$ cat config.mk
export PLATFORM = sky130hd
export DESIGN_NAME = ysyx_22050612_lsu
export DESIGN_NICKNAME = d
export VERILOG_FILES = /design/src/rtl/ysyx_22050612_lsu.sv
export SDC_FILE = /design/constraint.sdc
export NUM_CORES = 1
export LEC_CHECK = 0
export ABC_CLOCK_PERIOD_IN_PS = 9420
export BUFFER_PORTS_ARGS = -buffer_cell sky130_fd_sc_hd__buf_2
export CAP_MARGIN = 15
export CORE_AREA = 3 3 163 165
export CTS_CLUSTER_SIZE = 28
export DETAILED_ROUTE_END_ITERATION = 8
export DIE_AREA = 0 0 166 168
export MAX_ROUTING_LAYER = met4
export PLACE_DENSITY = 0.81
export SLEW_MARGIN = 20
export SYNTH_ARGS = -nofsm -noshare
export SYNTH_HDL_FRONTEND = slang
export SYNTH_SLANG_ARGS = --single-unit
$ cat constraint.sdc
create_clock -name clk -period 9.42 [get_ports clk]
set_input_delay 0.942 -clock clk [delete_from_list [all_inputs] [get_ports clk]]
set_output_delay 0.942 -clock clk [all_outputs]
set_load 0.03 [all_outputs]
$ cat src/rtl/ysyx_22050612_lsu.sv
// Load/store unit: turns one execute-stage request into a valid/ready memory transaction
// and returns a lane-aligned, extended load result (3 cycles minimum; 1 for misaligned).
module ysyx_22050612_lsu #(
  parameter int XLEN    = 64,
  parameter int TIMEOUT = 255
) (
  input  logic              clk,
  input  logic              rst,
  input  logic              in_valid,
  output logic              in_ready,
  input  logic              in_wen,
  input  logic [1:0]        in_size,
  input  logic              in_unsigned,
  input  logic [XLEN-1:0]   in_addr,
  input  logic [XLEN-1:0]   in_wdata,
  input  logic [4:0]        in_rd,
  output logic              mem_req_valid,
  input  logic              mem_req_ready,
  output logic              mem_we,
  output logic [XLEN-1:0]   mem_addr,
  output logic [XLEN-1:0]   mem_wdata,
  output logic [XLEN/8-1:0] mem_wmask,
  input  logic              mem_resp_valid,
  input  logic [XLEN-1:0]   mem_rdata,
  output logic              out_valid,
  output logic [XLEN-1:0]   out_rdata,
  output logic [4:0]        out_rd,
  output logic              out_wen,
  output logic              out_err
);

  localparam int NB = XLEN / 8;
  localparam int OW = $clog2(NB);
  localparam int CW = $clog2(TIMEOUT + 1);

  typedef enum logic [1:0] {IDLE, REQ, WAIT, DONE} state_t;

  state_t state, state_nxt;

  logic                   wen_q, uns_q;
  logic [1:0]             size_q;
  logic [OW-1:0]          off_q;
  logic [4:0]             rd_q;
  logic [CW-1:0]          cnt;

  logic                   accept, misaligned, resp, timeout;
  logic [OW-1:0]          off_in, align_mask;
  logic [7:0]             mask_base;
  logic [6:0]             sh;
  logic [XLEN-1:0]        shifted, left, load_ext;
  logic signed [XLEN-1:0] sext;

  // Handshake outputs are pure state decodes, so an async reset drops them at once.
  assign in_ready      = (state == IDLE);
  assign mem_req_valid = (state == REQ);
  assign out_valid     = (state == DONE);

  assign accept  = in_valid && (state == IDLE);
  assign off_in  = in_addr[OW-1:0];
  assign resp    = (state == WAIT) && mem_resp_valid;
  assign timeout = (state == WAIT) && !mem_resp_valid && (cnt == CW'(TIMEOUT - 1));

  always_comb begin
    align_mask = OW'((4'd1 << in_size) - 4'd1);
    misaligned = (|(off_in & align_mask)) || (in_size == 2'd3 && XLEN == 32);
    unique case (in_size)
      2'd0:    mask_base = 8'h01;
      2'd1:    mask_base = 8'h03;
      2'd2:    mask_base = 8'h0F;
      default: mask_base = 8'hFF;
    endcase
  end

  // Move the addressed lanes to bit 0, then push the access to the top and shift back
  // down so the same pair of shifts both truncates and extends.
  always_comb begin
    shifted  = mem_rdata >> {off_q, 3'b000};
    sh       = 7'(XLEN) - (7'd8 << size_q);
    left     = shifted << sh;
    sext     = $signed(left) >>> sh;
    load_ext = uns_q ? (left >> sh) : sext;
  end

  always_comb begin
    state_nxt = state;
    unique case (state)
      IDLE: if (in_valid) state_nxt = misaligned ? DONE : REQ;
      REQ:  if (mem_req_ready) state_nxt = WAIT;
      WAIT: if (resp || timeout) state_nxt = DONE;
      DONE: state_nxt = IDLE;
      default: state_nxt = IDLE;
    endcase
  end

  always_ff @(posedge clk or posedge rst) begin
    if (rst) state <= IDLE;
    else     state <= state_nxt;
  end

  always_ff @(posedge clk or posedge rst) begin
    if (rst) begin
      wen_q     <= 1'b0;
      uns_q     <= 1'b0;
      size_q    <= 2'd0;
      off_q     <= '0;
      rd_q      <= 5'd0;
      cnt       <= '0;
      mem_we    <= 1'b0;
      mem_addr  <= '0;
      mem_wdata <= '0;
      mem_wmask <= '0;
      out_rdata <= '0;
      out_rd    <= 5'd0;
      out_wen   <= 1'b0;
      out_err   <= 1'b0;
    end else begin
      if (accept) begin
        wen_q     <= in_wen;
        uns_q     <= in_unsigned;
        size_q    <= in_size;
        off_q     <= off_in;
        rd_q      <= in_rd;
        mem_we    <= in_wen;
        mem_addr  <= in_addr & ~XLEN'(NB - 1);
        mem_wdata <= in_wdata << {off_in, 3'b000};
        mem_wmask <= in_wen ? (NB'(mask_base) << off_in) : '0;
      end

      if (state == REQ)       cnt <= '0;
      else if (state == WAIT) cnt <= cnt + 1'b1;

      if (accept && misaligned) begin
        out_rdata <= '0;
        out_rd    <= in_wen ? 5'd0 : in_rd;
        out_wen   <= 1'b0;
        out_err   <= 1'b1;
      end else if (resp) begin
        out_rdata <= wen_q ? '0 : load_ext;
        out_rd    <= wen_q ? 5'd0 : rd_q;
        out_wen   <= !wen_q && (rd_q != 5'd0);
        out_err   <= 1'b0;
      end else if (timeout) begin
        out_rdata <= '0;
        out_rd    <= wen_q ? 5'd0 : rd_q;
        out_wen   <= 1'b0;
        out_err   <= 1'b1;
      end else if (state == DONE) begin
        out_rdata <= '0;
        out_rd    <= 5'd0;
        out_wen   <= 1'b0;
        out_err   <= 1'b0;
      end
    end
  end

endmodule

==> results.toml <==
[run_status]
status = "finished, final reports clean"

[floorplan]
die_area_sq_um = 27890
rows = 58
start_util = 0.4804
ios = 417
chipHeight_microns = 168
core_area_sq_um = 25180
fp.dieW_microns = 166

[worst_setup_path]
path_cells = "inv_1, ha_1, and2_4, nand3_1, nand2_1, nor2_1, a221o_1"
path_class = "flop to flop"
arrival_ns = 3.94
cp.required_ns = 9.82
critPathSlowestCell = "and2_4"
critPathCaptureType = "flop"
startpoint_type = "flop"
crit_fanout = 95
max_stage_delay_ns = 0.86

[placement]
port_buffers = 413
dp_slack_ns = 5.676
gp_congestion = 0.9560
placed_cells = 1843
post-dp-hpwl_mm = 29.45

[sta]
final.min_clock_period_ns = 3.541
min_period_over_period = 0.3759
holdWs_ns = 0.4700
clock.fmax_mhz = 282.4
finalMaxSlewViolations = 0
hold_viol_final = 0
rsz0062_at_grt = "false"
setup_viol = 0
setup-tns-final_ns = 0
worst_slew_pin_slew_ns = 1.032
slew_headroom = 0.3121
fin_worst_skew_ns = 0.008151
setup_ws_ns = 5.879

[synthesis]
syn_area_per_cell_sq_um = 10.21
ys_seq_area_frac = 0.4675
syn_inst = 1185
ys_types = 57
synth_area_sq_um = 12100
synth_edf_count = 0
synthArstFlopShare = 1.000
synth-seq-cells = 226
yosys_warnings = 0
synth-main-ff-cell = "dfrtp_1"

[global_route]
overflow = 0
grt_pass1_vias = 11170
grt_pass1_wl_mm = 63.83
grt_max_degree = 96
antenna_found_initial = 2
grtUsageTotal = 0.2919

[clocking]
cts-root-buf = "clkbuf_16"
cts_buffers = 26
clkSinkCount = 226
post_cts_buffers = 0
cts_buffer_depth = 3
cts_tree = "done"
postCtsResizedCells = 0
ctsHoldBuffers = 0
clk_pin_slew_ns = 0.06
clk_latency_ns = 0.52
htreeDepth = 1

[route]
firstDrtPassIters = 5
wirelength_mm = 40.86
drc = 0
vias_per_cell = 5.966
post_drt_wl_per_cell_microns = 21.64
ant_nets = 0
vias = 11260
dr.first_iter.drc_count = 1353

[job]
drv_cap = 0

[power]
ir_worst_vdd_v = 0.0002424
leakagePower_nw = 7.885
p_per_area_nw_per_um2 = 363.3

[finish]
final_cells = 1888
nets = 1753
area_growth_pct = 24.92
layout_common_cells = "413 x buf_2, 288 x nand2_1, 224 x dfrtp_1"
layout_commonest_cell = "buf_2"
drive_gt1_frac = 0.3657
nFillCells = 2067

[min_path]
hp-class = "input port to async pin"
[per-layer routing]
metal / routed length, microns / global-route usage
met1: 15550 / 0.3630
met2: 19260 / 0.4571
met3: 3661 / 0.05565
met4: 2388 / 0.1548
met5: 0 / -
[sequential cells by signal, summed over array words and instances, names as in the netlist, 3 cells and up]
name and count:
rd_q 5, cnt 8, mem_addr 61, out_rdata 64, off_q 3, out_rd 5
mem_wdata 64, mem_wmask 8
[report_power, final]
| part | switching, mW | total [mW] | internal [mW] |
|---|---|---|---|
| registers | 0.278 | 1.67 | 1.39 |
| clock network | 0.407 | 0.984 | 0.577 |
| logic | 1.93 | 2.84 | 0.914 |
[Yosys cell counts, drive strengths merged, types with 15 or more instances]
| library cell | number | area (sq um) |
|---|---|---|
| nand2 | 289 | 1085 |
| dfrtp | 226 | 5655 |
| mux2i | 95 | 950.9 |
| nor2 | 68 | 255.2 |
| clkbuf | 64 | 241.5 |
| o21ai | 57 | 285.3 |
| a221o | 51 | 543.0 |
| a21oi | 42 | 210.2 |
| mux4 | 42 | 945.9 |
| buf | 34 | 178.9 |
| a22o | 28 | 245.2 |
| mux2 | 25 | 281.5 |
| inv | 18 | 67.56 |
| nor2b | 15 | 93.84 |
| o22ai | 15 | 93.84 |
| o2bb2ai | 15 | 131.4 |
[final cells by class]
type	instances	area, sq um	share of cell area
multi-input combinational	845	5996	0.3967
sequential	226	5658	0.3744
timing repair buffer	424	2153	0.1425
clock buffer	36	749.5	0.04959
tap	330	412.9	0.02732
inverter	18	75.07	0.004967
clock inverter	7	63.81	0.004222
antenna	2	5.005	0.0003312
[final timing paths]
kind	to	slack (ns)	depth (start not counted)	startpoint
max in group asynchronous	mem_wdata[61]	7.62	3	rst
worst min register to register	mem_addr[42]	0.47	2	mem_addr[42]
worst min-delay path	mem_addr[17]	0.47	2	rst
min in group clk	mem_addr[42]	0.47	2	mem_addr[42]
worst max-delay path	out_rdata[17]	5.88	7	state[0]
worst max register to register	out_rdata[17]	5.88	7	state[0]
[metrics by stage]
step / utilization / power, mW / instance area (sq um)
2_1_floorplan: - / 3.607 / 12110
3_3_place_gp: 0.5671 / 4.421 / 14280
3_5_place_dp: 0.5673 / 4.487 / 14290
4_1_cts: 0.5996 / 5.492 / 15100
5_1_grt: 0.6002 / 5.771 / 15110
6_report: 0.6002 / 5.491 / 15110
[worst max-delay path, delay by kind of cell (launching register included)]
kind	cells	cell delay, ns
flip-flops	1	0.41
buffers and inverters	1	0.10
adder cells (fa/ha/maj)	1	0.35
AND/OR/NAND/NOR	4	2.15
AO/OA/AOI/OAI	1	0.39
[cells by family (layout without fill, tap and decap cells)]
group / after synthesis / after routing / share of synthesized area
xor gates and xnor gates: 2 / 2 / 0.001448
DFF: 226 / 226 / 0.4675
other: 1 / 5 / 0.0003100
buffers and inverters: 116 / 485 / 0.04033
adders and majority gates: 6 / 6 / 0.006205
AOI/OAI and AO/OA: 266 / 266 / 0.1668
muxes: 162 / 162 / 0.1801
and+or+nand+nor: 406 / 406 / 0.1373
Power figures use the tool's default switching activity.
